==> src/rtl/uib_arbiter.sv <==
// uib_arbiter: round-robin arbiter that lets N_MASTERS requesters share one
// bus request channel, one transaction at a time.
//
// Ports
//   clk, rst          clock, asynchronous active-high reset
//   m_req/m_wen       per-master request and write enable
//   m_addr/m_wdata    per-master address and write data (XLEN per lane)
//   m_mode            per-master 3-bit size/sign code, passed through to the bus
//   m_rdata           per-master read data, non-zero only on the served lane in RESP
//   m_ready/m_err     per-master one-cycle completion pulse and timeout flag
//   b_req..b_mode     request channel toward the bus, driven from latched registers
//   b_rdata/b_ready   bus response
//   grant             index of the master owning the bus
//   fsm_state         current FSM state (0=IDLE, 1=BUSY, 2=RESP) for observation
//
// Handshake: a master raises m_req with stable inputs and holds them until it
// sees m_ready (one cycle, with m_err/m_rdata valid in the same cycle). Toward
// the bus, b_req stays high with stable b_* until the cycle in which b_ready=1
// is sampled; that cycle completes the transfer. b_ready outside BUSY is ignored.
module uib_arbiter #(
    parameter int N_MASTERS = 2,
    parameter int XLEN      = 32,
    parameter int TIMEOUT   = 255,
    localparam int GW       = (N_MASTERS > 1) ? $clog2(N_MASTERS) : 1
) (
    input  logic                      clk,
    input  logic                      rst,
    input  logic [N_MASTERS-1:0]      m_req,
    input  logic [N_MASTERS-1:0]      m_wen,
    input  logic [N_MASTERS*XLEN-1:0] m_addr,
    input  logic [N_MASTERS*3-1:0]    m_mode,
    input  logic [N_MASTERS*XLEN-1:0] m_wdata,
    output logic [N_MASTERS*XLEN-1:0] m_rdata,
    output logic [N_MASTERS-1:0]      m_ready,
    output logic [N_MASTERS-1:0]      m_err,
    output logic                      b_req,
    output logic                      b_wen,
    output logic [XLEN-1:0]           b_addr,
    output logic [XLEN-1:0]           b_wdata,
    output logic [2:0]                b_mode,
    input  logic [XLEN-1:0]           b_rdata,
    input  logic                      b_ready,
    output logic [GW-1:0]             grant,
    output logic [1:0]                fsm_state
);

    localparam int MW = N_MASTERS * XLEN;

    typedef enum logic [1:0] {
        IDLE = 2'd0,
        BUSY = 2'd1,
        RESP = 2'd2
    } state_t;

    state_t          state;
    logic [GW-1:0]   ptr;
    logic [15:0]     cnt;
    logic            lat_wen;
    logic [XLEN-1:0] lat_addr;
    logic [XLEN-1:0] lat_wdata;
    logic [2:0]      lat_mode;

    logic [GW-1:0]   winner;
    logic            any_req;
    logic [GW:0]     idx;
    logic [16:0]     cnt_next;
    logic [N_MASTERS-1:0] gnt_onehot;

    // Round-robin search: first requester at or after ptr, wrapping modulo N.
    always_comb begin
        winner  = '0;
        any_req = 1'b0;
        idx     = '0;
        for (int k = 0; k < N_MASTERS; k++) begin
            idx = {1'b0, ptr} + (GW+1)'(k);
            if (idx >= (GW+1)'(N_MASTERS))
                idx = idx - (GW+1)'(N_MASTERS);
            if (!any_req && m_req[idx[GW-1:0]]) begin
                any_req = 1'b1;
                winner  = idx[GW-1:0];
            end
        end
    end

    // Wait counter compared one step ahead so the edge that ends the
    // TIMEOUT-th BUSY cycle is the abort edge.
    assign cnt_next   = {1'b0, cnt} + 17'd1;
    assign gnt_onehot = N_MASTERS'(1) << grant;

    assign b_wen     = lat_wen;
    assign b_addr    = lat_addr;
    assign b_wdata   = lat_wdata;
    assign b_mode    = lat_mode;
    assign fsm_state = state;

    always_ff @(posedge clk or posedge rst) begin
        if (rst) begin
            state     <= IDLE;
            ptr       <= '0;
            grant     <= '0;
            cnt       <= '0;
            lat_wen   <= 1'b0;
            lat_addr  <= '0;
            lat_wdata <= '0;
            lat_mode  <= '0;
            b_req     <= 1'b0;
            m_ready   <= '0;
            m_err     <= '0;
            m_rdata   <= '0;
        end else begin
            case (state)
                IDLE: begin
                    if (any_req) begin
                        grant     <= winner;
                        lat_wen   <= m_wen[winner];
                        lat_addr  <= m_addr[winner*XLEN +: XLEN];
                        lat_wdata <= m_wdata[winner*XLEN +: XLEN];
                        lat_mode  <= m_mode[winner*3 +: 3];
                        b_req     <= 1'b1;
                        cnt       <= '0;
                        state     <= BUSY;
                    end
                end
                BUSY: begin
                    // A ready on the timeout cycle still wins over the abort.
                    if (b_ready) begin
                        b_req   <= 1'b0;
                        m_ready <= gnt_onehot;
                        m_err   <= '0;
                        m_rdata <= MW'(b_rdata) << (grant * XLEN);
                        state   <= RESP;
                    end else if (cnt_next == 17'(TIMEOUT)) begin
                        b_req   <= 1'b0;
                        m_ready <= gnt_onehot;
                        m_err   <= gnt_onehot;
                        m_rdata <= '0;
                        state   <= RESP;
                    end else begin
                        cnt <= cnt_next[15:0];
                    end
                end
                RESP: begin
                    m_ready <= '0;
                    m_err   <= '0;
                    m_rdata <= '0;
                    cnt     <= '0;
                    ptr     <= (grant == GW'(N_MASTERS-1)) ? '0 : grant + 1'b1;
                    state   <= IDLE;
                end
                default: begin
                    state <= IDLE;
                end
            endcase
        end
    end

endmodule

==> config.mk <==
export PLATFORM = sky130hd
export DESIGN_NAME = uib_arbiter
export DESIGN_NICKNAME = d
export VERILOG_FILES = /design/src/rtl/uib_arbiter.sv
export SDC_FILE = /design/constraint.sdc
export NUM_CORES = 1
export LEC_CHECK = 0
export BUFFER_PORTS_ARGS = -buffer_cell sky130_fd_sc_hd__buf_4
export CORE_UTILIZATION = 43
export DETAILED_ROUTE_END_ITERATION = 16
export GPL_ROUTABILITY_DRIVEN = 0
export PLACE_DENSITY = 0.79
export SYNTH_ARGS = -nofsm -noshare
export SYNTH_HDL_FRONTEND = slang
export SYNTH_SLANG_ARGS = --single-unit
export TNS_END_PERCENT = 20
==> constraint.sdc <==
create_clock -name clk -period 5.15 [get_ports clk]
set_input_delay 1.03 -clock clk [delete_from_list [all_inputs] [get_ports clk]]
set_output_delay 1.03 -clock clk [all_outputs]
set_load 0.01 [all_outputs]
After elaboration in Yosys (flattened, before gate mapping)
Cells that the tools add are included.
- register bits: 157
- input bits: 173
- logic and storage cells: 79
- add/sub/neg operators: 5
- multipliers: 1
- magnitude comparators: 5
- equality and inequality tests: 7
- shift operators: 5
- multiplexer cells: 33
- reduce and logical (&&, ||, !) cells: 11
- operator list (cell ; count):
    two-way mux 64 bit ; 2
    case mux 64 bit (2 select lines) ; 1
    indexed part select 64 x 7 -> 32 bit ; 2
    left shift 32 x 6 -> 64 bit ; 1
    two-way mux 16 bit ; 3
    case mux 16 bit (3 select lines) ; 1
    adder 16 x 1 -> 17 bit, second input constant ; 1
    equality test 17 x 8 -> 1 bit, second input constant ; 1
    two-way mux 1 bit ; 16
    two-way mux 2 bit ; 6
    case mux 2 bit (2 select lines) ; 3
    less-than comparator 1 x 2 -> 1 bit, second input constant ; 3
    inequality test 2 bit, second input constant ; 3
    AND reduction 2 bit ; 3
    indexed part select 6 x 4 -> 3 bit ; 1
    AND reduction 4 bit ; 1
    nonzero test 2 bit ; 2
    multiplier 1 x 2 -> 3 bit, second input constant ; 1
    inequality test 3 bit, second input constant ; 1
    AND reduction 3 bit ; 1
    nonzero test 3 bit ; 1
    adder 1 x 1 -> 2 bit, second input constant ; 1
    equality test 2 x 1 -> 1 bit, second input constant ; 1
    equality test 2 bit, second input constant ; 1
    9 further kinds ; 10

Depth between registers and ports, before layout
Gate-level depths: netlist of the first run.
- depth in word-level cells: 10
- gate-level depth with buffers: 9
- mapped depth without buffers: 7

Worst setup path before layout of the first run
OpenSTA, ideal clock, no wires.
- path type: input to register
- start: in m_req[0]
- end: reg lat_wdata[10], in the netlist b_wdata[10]
- setup time: 0.083 ns
- data arrival time: 2.240 ns
- data required time: 5.067 ns
- slack: 2.828 ns
- cell stages on the path: 6
- path buffers: 3
- cell sequence: o21ai_0 > clkbuf_1 > clkbuf_1 > clkbuf_1 > nand2_1 > o21ai_0
- word-level cells in the longest chain between the ends: 7
- elaborated cells between the ends (all ways): 12
- RTL lines (item ; RTL line ; text):
    start: declaration ; 28 ; input logic [N_MASTERS-1:0] m_req,
    two-way mux 1 bit (not written as such) (2 in series) ; 78 ; if (!any_req && m_req[idx[GW-1:0]]) begin
    two-way mux 1 bit ; 78 ;
    zero test 1 bit ; 78 ;
    logical AND 1 bit ; 78 ;
    two-way mux 1 bit ; 78 ;
    indexed part select 64 x 7 -> 32 bit or AND reduction 2 bit (tied branches) ; - ;
    end signal: assignment ; 117 ; lat_wdata <= m_wdata[winner*XLEN +: XLEN];
    end: declaration ; 60 ; logic [XLEN-1:0] lat_wdata;
Parallel ways exist; a longest one is shown, timed or not. The select of a mux whose other input is x is not followed.
A chain may end at the register's enable or synchronous reset.

Worst setup path in the final report of the first run
- start: reg cnt[1]
- end: reg m_rdata[31]
- word-level cells in the longest chain between the ends: 4
- RTL lines (item ; RTL line ; text):
    start: declaration ; 57 ; logic [15:0] cnt;
    start signal: assignment ; 139 ; cnt <= cnt_next[15:0];
    adder 16 x 1 -> 17 bit ; 87 ; assign cnt_next = {1'b0, cnt} + 17'd1;
    equality test 17 x 8 -> 1 bit ; 132 ; end else if (cnt_next == 17'(TIMEOUT)) begin
    inequality test 3 bit (no line) ; - ;
    AND reduction 2 bit (no line) ; - ;
    end signal: assignment ; 130 ; m_rdata <= MW'(b_rdata) << (grant * XLEN);
    end: declaration ; 33 ; output logic [N_MASTERS*XLEN-1:0] m_rdata,
No other way between the ends.

==> impl.org, run 1 <==
** Synth
- Net count after synthesis :: around 800
- Mapped Avg Cell Area :: 11.1 um^2
- Yosys mapped a number of flops with a built-in enable equal to 0.
- Synthesized netlist cell count :: 626
- Number of warnings issued by yosys :: 0
- Sequential elements use 56.8% of the synthesized area.
- For this run, the leading register cell type out of synthesis is dfrtp_1.
- The synthesized design contains about 160 register bits.
- In this run the cell area of the synthesized design comes to 6920 um^2.
- Top cell type's share of synthesized area :: roughly 57%
- Count of distinct cell types in the synthesized netlist :: 48
- Of all cell types, the one taking the most synthesized area is dfrtp_1.
- In the synthesized netlist the async set-or-reset flop fraction comes to 100%.
- Largest cells by area after synthesis :: dfrtp_1 57%, mux2i_1 11%, a22o_1 8.0%

** Flow run
- Max-Cap Viols :: 0

** Drt
- Vias per cell :: approximately 5.2
- After detailed routing, the number of remaining DRC violations is 0.
- Dividing the detail-routed wire length by the instance count gives between 15 and 20 um.
- Initial detailed-routing violation count :: just under 300
- Via count of the routed design :: 5917
- Antenna Violating Nets Remaining :: 0
- Length of the first detailed-routing pass in iterations :: 6
- Wire length after detailed routing :: between 15000 and 20000 um

** GRT
- The first global-routing pass estimated 29600 um of wire.
- Number of antenna violations at the first check in global routing :: 0
- Summed over all layers, the global routing overflow is 0.
- Global routing consumed, over all layers together, 23.4% of the routing resources.
- Maximum number of pins on one net before global-route repair :: 140
- The number of global-route vias before repair was 5822.

** Worst setup path
- Slowest Stage Delay on Critical Path :: ~0.5 ns
- Most used cell, CP :: buf_4
- The critical path starts at cnt[1].
- Nature of the critical path endpoint :: flip-flop
- For the worst setup path, the data arrival time is about 3.3 ns.
- STA classifies the critical path startpoint as a flip-flop.
- In this run the worst path has a maximum fanout of 40.
- Worst setup path category :: flip-flop to flip-flop
- The largest individual stage delay along the critical path comes from the cell o21ai_4.
- Beginning of the worst register-to-register path :: cnt[1]
- Required time at the endpoint of the critical path :: between 5 and 6 ns
- Chain of cells forming the critical path :: ha_1 > and3_1 > nand4_1 > xnor2_1 > nor4b_2 > buf_4 > o21ai_4 > buf_4 > a22o_1

** Power and ir drop
- Dividing total power by cell area gives a power density of about 560 nW/um^2.
- Internal power summed over all cells :: about 3.5 mW
- IR analysis of the VDD net gives a maximum drop of roughly 0.00029 V.
- The share of total power dissipated in sequential elements is 37.8%.
- Net switching power of the design :: roughly 2.1 mW
- Reported leakage power :: 5.19 nW
- Fraction of power consumed by the clock network :: between 20% and 30%
- Of the total power, combinational logic draws around two fifths.
- Sw Ratio :: 37.0%

** Clock network
- H-tree depth reported by CTS :: 4
- The later pin in the worst-skew pair is clocked with a latency of 0.43 ns.
- Post-CTS setup buffers :: 0
- Clock tree synthesis selected as its root buffer the cell clkbuf_16.
- Clk slew on worst S/H paths :: 0.07 ns
- The longest clock path from root to sink contains 2 buffers.
- Clock sinks :: between 150 and 200
- TritonCTS built the clock tree.
- Post-cts gate resize count :: 0
- Total CTS buffers :: 17
- Buffers inserted to repair hold after CTS numbered 0.

** Cells and area
- In the final design database the tool counted around 1.1k nets.
- Number of fillers in the final layout :: between 1k and 1.5k
- Number of cells in the finished layout apart from fillers :: between 1k and 1.5k
- Relative to the synthesized area, the layout overhead comes to 45.0%.
- Layout cells sized above 1 :: 39.4%
- After routing the design area is ~10000 um^2.
- The number of antenna diodes in the final layout is 0.

** STA
- Maximum clock frequency :: between 300 and 400 MHz
- On the final layout, the worst hold slack is 0.479 ns.
- Shortest period the worst path allows :: approximately 2.9 ns
- Final Max Slew Viols :: 0
- Setup repair after global routing left no endpoint under its margin.
- Tightest slew margin relative to the limit :: 23.1%
- On the final layout, the worst clock skew is between 0.01 and 0.015 ns.
- After routing, the total negative slack on setup checks comes to 0 ns.
- Final Cycle Share :: ~57%
- Finish-stage setup viols :: 0
- Transition at the pin with the smallest max-transition slack :: about 1.2 ns
- Final Hold Viols :: 0

** Placed design
- PortBufs :: around 310
- HPWL after detailed placement :: around 14000 um
- The placed instances occupy a cell area of between 9000 and 10000 um^2.
- Total instance count after detailed placement :: 1114

** Floorplan
- Row cnt :: 46
- Starting density of the core :: between 40% and 50%
- The die covers between 15000 and 20000 um^2.
- After floorplanning, the core was sized to cover between 15000 and 20000 um^2.
- The die is roughly 130 um wide.
- Pin placement for this block handled about 310 I/O pins.
- Vertical die dimension :: 129 um

** Status
- Outcome :: finished clean

** Worst hold path
- Min-delay src :: b_addr[16]
- The path class of the tightest hold or removal check is flip-flop to flip-flop.
==> power by group through the flow <==
| stage | Sequential [mW] | Combinational, mW | Clock (mW) |
|---|---|---|---|
| 6_report | 2.12 | 2.24 | 1.25 |
| 5_1_grt | 2.19 | 2.44 | 1.34 |
| 3_3_place_gp | 2.12 | 2.22 | 0 |
| 4_1_cts | 2.12 | 2.27 | 1.28 |
| 3_5_place_dp | 2.13 | 2.27 | 0 |
| 2_1_floorplan | 2.30 | 0.909 | 0 |
==> sequential cells by signal (all words and copies together) (netlist names) <==
| signal | flops |
|---|---|
| fsm_state | 2 |
| b_wen | 1 |
| b_req | 1 |
| grant | 1 |
| b_wdata | 32 |
| cnt | 16 |
| b_mode | 3 |
| ptr | 1 |
| m_err | 2 |
| m_rdata | 64 |
| m_ready | 2 |
| b_addr | 32 |
==> cell families (layout without fill, tap and decap cells) <==
family                     count (synthesis)  in the layout  synth area share, %
adders and majority gates                  2              2                0.362
buffers and inverters                     62            366                 3.89
muxes                                     73             73                 10.6
AOI/OAI and AO/OA                        179            179                 17.9
xor gates and xnor gates                   4              4                0.506
and+or+nand+nor                          149            149                 10.0
DFF                                      157            157                 56.8
==> worst paths after layout <==
path / slack, ns / end / cells after the start
min in group asynchronous: 0.70 / cnt[3] / 2
min reg2reg: 0.48 / b_addr[16] / 2
max in group asynchronous: 3.34 / b_addr[16] / 3
max: 2.24 / m_rdata[31] / 9
max reg2reg: 2.24 / m_rdata[31] / 9
min: 0.48 / b_addr[16] / 2
==> synthesized netlist by cell type, types with 4 or more instances <==
master    count
a22o_1       63
a32o_1        5
buf_1         4
buf_2         7
clkbuf_1     33
dfrtp_1     157
inv_1        13
mux2i_1      73
nand2_1      86
nand2b_1      5
nand3_1      15
nand4_1       5
nor2_1       13
nor3_1        6
o211ai_1      7
o21ai_0      81
==> cell usage in the layout, fill, tap and decap left out, drive strengths merged, types with 3 or more instances in the layout <==
master,count
a32o,5
mux2i,73
nor2,13
nor3,7
nand2,86
or2,3
nand3,15
xnor2,3
o31ai,3
nand4,6
buf,321
clkinv,8
dfrtp,157
inv,18
nand2b,5
a22o,63
clkbuf,17
o211ai,7
o21ai,83
a21oi,3
and3,3
==> final cells by class <==
cell class                      instances  area (um^2)  area share (%)
Clock inverter                         15          188            1.87
Clock buffer                           17          425            4.24
Timing Repair Buffer                  321         2420            24.1
Tap cell                              216          270            2.69
Sequential cell                       157         3930            39.2
Multi-Input combinational cell        407         2750            27.4
Inverter                               13         52.6           0.524
==> worst max-delay path, delay by kind of cell (launching register included) <==
kind | cells | cell delay (ns)
AO/OA/AOI/OAI | 2 | 0.73
buffers and inverters | 2 | 0.66
AND/OR/NAND/NOR | 3 | 0.56
flip-flops | 1 | 0.47
adder cells (fa/ha/maj) | 1 | 0.26
XOR/XNOR | 1 | 0.17
==> routing by layer <==
metal | GRT usage, % | part of all wire, % | vias to the layer above
li1 | - | - | 2830
met1 | 25.9 | 37 | 2824
met2 | 41.2 | 53 | 233
met3 | 7.98 | 8.4 | 30
met4 | 9.41 | 2.3 | 0
met5 | 0 | 0 | -
==> metrics by stage <==
stage / utilization (%) / setup slack, ns / total power [mW]
6_report: 63.6 / 2.24 / 5.61
3_5_place_dp: 59.7 / 2.28 / 4.40
4_1_cts: 63.6 / 2.23 / 5.67
5_1_grt: 63.6 / 2.00 / 5.97
2_1_floorplan: - / 2.13 / 3.21
3_3_place_gp: 59.7 / 2.36 / 4.35
(Power assumes the default switching activity.)
==> inputs of run 2 (changes only) <==
--- a/config.mk
+++ b/config.mk
@@ -6,10 +6,10 @@
 export NUM_CORES = 1
 export LEC_CHECK = 0
 export BUFFER_PORTS_ARGS = -buffer_cell sky130_fd_sc_hd__buf_4
-export CORE_UTILIZATION = 43
+export CORE_UTILIZATION = 47
 export DETAILED_ROUTE_END_ITERATION = 16
 export GPL_ROUTABILITY_DRIVEN = 0
-export PLACE_DENSITY = 0.79
+export PLACE_DENSITY = 0.82
 export SYNTH_ARGS = -nofsm -noshare
 export SYNTH_HDL_FRONTEND = slang
 export SYNTH_SLANG_ARGS = --single-unit
==> constraint.sdc (replaced) <==
create_clock -name clk -period 2.85 [get_ports clk]
set_input_delay 0.57 -clock clk [delete_from_list [all_inputs] [get_ports clk]]
set_output_delay 0.57 -clock clk [all_outputs]
set_load 0.01 [all_outputs]
==> impl.org, run 2 (same netlist as run 1, synthesis figures left out) <==
** Status
- The flow ran to the end, and the final reports show no timing, DRC or antenna violations.

** Cells and area
- Top reg by flops :: m_rdata
- Flip-flop count of the largest register after layout :: 64 (unchanged)
- The fraction of layout cells with a size suffix above 1 came to 39.6% (+0.26 points).
- The final non-filler cell total was 1114 (-2.8%).
- Layout Area Growth over Synthesis :: 44.9% (about the same)
- The number of fill cells is 1032 (-21%).
- Most frequent cells in the layout :: 321 x buf_4, 157 x dfrtp_1, 86 x nand2_1
- The library cell used most frequently in the layout, excluding fill and tap cells, is buf_4.
- Utilization after layout :: 71.1% (+7.5 points)
- The number of nets in the final layout was 1096 (+0.37%).
- The area of all placed cells without fillers came to 10000 um^2 (about the same).
- The total area of sequential cells came to 3930 um^2 (unchanged).
- # diodes :: 0 (unchanged)
- The area taken by multi-input logic gates came to 2750 um^2 (unchanged).

** Floorplan
- The floorplan core area was 14100 um^2 (-11%).
- Vertical die dimension :: 123 um (-4.3%)
- The die span in x came to 123 um (-4.3%).
- Row cnt :: 43 (-6.5%)
- Number of top-level pins :: 313 (unchanged)
- The initial standard-cell utilization of the core was 49.1% (+5.2 points).
- The total die area is 15200 um^2 (-8.4%).

** Worst hold path
- Path type of the worst min-delay path :: input port to asynchronous set/reset pin

** Clock network
- Post-CTS setup buffers :: 0 (unchanged)
- Clock sinks :: 157 (unchanged)
- Clock insertion delay at the later pin of the skew report :: 0.42 ns (about the same)
- Post-cts gate resize count :: 0 (unchanged)
- The worst-case clock buffer depth was 2 (unchanged).
- The clock input transition at the sequential cells of the worst setup and hold paths is 0.07 ns (about the same).
- Total CTS buffers :: 17 (unchanged)
- TritonCTS built the clock tree.
- The number of H-tree levels came to 4 (unchanged).
- CTS Root Buffer Type :: clkbuf_16
- The number of buffers inserted for hold repair after clock tree synthesis came to 0 (unchanged).

** Drt
- The number of vias per cell was 5.33 (+3.2%).
- The detailed router's first-iteration violation count came to 313 (+5.7%).
- Wirelength per Cell :: 17.2 um (+3.5%)
- The routed wire length came to 19200 um (+0.60%).
- Length of the first detailed-routing pass in iterations :: 5 (-1)
- The post-route DRC violation count is 0 (unchanged).
- Antenna Violating Nets Remaining :: 0 (unchanged)
- Via count of the routed design :: 5937 (+0.34%)

** Worst setup path
- Required time at the endpoint of the critical path :: 3.16 ns (-2.35 ns)
- The count of buffer and inverter cells on the critical path was 2 (unchanged).
- Worst setup path category :: flip-flop to flip-flop
- Chain of cells forming the critical path :: ha_1 > nand3_1 > xnor2_1 > a211o_1 > nor4b_2 > buf_4 > o21ai_4 > buf_12 > a22o_1
- Slowest-stage cell, CP :: dfrtp_1
- The worst endpoint data arrival time was 2.94 ns (-0.33 ns).
- Crit start category :: flip-flop
- In this design, the largest share of critical-path delay is due to compound AO/OA/AOI/OAI gates.
- Slowest Stage Delay on Critical Path :: 0.49 ns (-0.02 ns)
- Nature of the critical path endpoint :: flip-flop
- Max FO, Critical Path :: 62 (+55%)

** GRT
- The residual overflow from global routing was 0 (unchanged).
- The combined global-route utilization of all metal layers is 25.5% (+2.2 points).
- Maximum number of pins on one net before global-route repair :: 104 (-26%)
- Number of antenna violations at the first check in global routing :: 0 (unchanged)
- The number of global-route vias before repair was 5750 (-1.2%).
- The global-route wire length before repair was 29400 um (-0.58%).

** Power and ir drop
- Pwr/cell area :: 1020 nW/um^2 (+82%)
- Overall power of the completed layout :: 10.2 mW (+82%)
- The cell leakage power came to 5.21 nW (+0.34%).
- The worst IR drop on VDD is 0.000569 V (+98%).

** STA
- Hold Worst Slack :: 0.289 ns (-0.190 ns)
- Setup clock skew after layout :: 0.00980 ns (-0.00368 ns)
- Setup_tns :: 0 ns (unchanged)
- The setup violation total in the final timing report was 0 (unchanged).
- Post-layout worst setup margin :: 0.215 ns (-2.02 ns)
- The remaining max-slew budget at the tightest pin is 39.4% (+16 points).
- The slew at the pin closest to its max-slew limit is 0.906 ns (-0.248 ns).
- Final Hold Viols :: 0 (unchanged)
- The highest clock frequency the design can meet was 380 MHz (+11%).
- The number of pins with negative max-slew slack in the final report is 0 (unchanged).
- The share of the cycle needed by the critical path after routing was 92.5% (+36 points).
- Setup repair after global routing left no endpoint under its margin.
- The minimum clock period after layout was 2.64 ns (-0.277 ns).

** Placed design
- The setup slack after placement is 0.292 ns (-1.99 ns).
- The count of placed standard cells including taps came to 1082 (-2.9%).
- Placed Area :: 9440 um^2 (+0.24%)
- The count of buffers from port buffering was 312 (unchanged).
- HPWL after detailed placement :: 14000 um (-0.53%)

** Flow run
- Max-Cap Viols :: 0 (unchanged)
## run 2: path summary, 6_finish.rpt
kind                                   from           to  slack, ns  cells after the start
worst max-delay path                 cnt[0]  m_rdata[25]       0.21                      9
worst min-delay path                    rst  m_rdata[57]       0.29                      3
worst max register to register       cnt[0]  m_rdata[25]       0.21                      9
worst min register to register   b_addr[30]   b_addr[30]       0.48                      2
max in group asynchronous               rst  b_wdata[29]       1.99                      3
min in group clk                b_rdata[10]  m_rdata[10]       0.37                      2
## run 2: routing by layer
metal  track usage [%]  up-vias  wire length [um]
li1                  -     2837                 -
met1              30.3     2842              7320
met2              42.8      234              9850
met3              8.90       24              1610
met4              9.26        0               370
met5                 0        -                 0
## run 2: layout make-up
type                       count  share of cell area (%)
multi-input combinational    407                    27.4
clock inverter                15                    1.57
tap                          180                    2.25
inverter                      13                   0.524
timing repair buffer         325                    24.8
sequential                   157                    39.2
clock buffer                  17                    4.24
## run 2: where the power goes
group          total [mW]  internal, mW  switching [mW]
Sequential           3.85          3.19           0.660
Clock                2.21          1.23           0.977
Combinational        4.14          2.07            2.07
## run 2: worst register-to-register path: cells and delay by family (launching register included)
family	cells	cell delay, ns
AO/OA/AOI/OAI	3	0.67
XOR/XNOR	1	0.18
adder cells (fa/ha/maj)	1	0.28
buffers and inverters	2	0.41
flip-flops	1	0.49
AND/OR/NAND/NOR	2	0.49
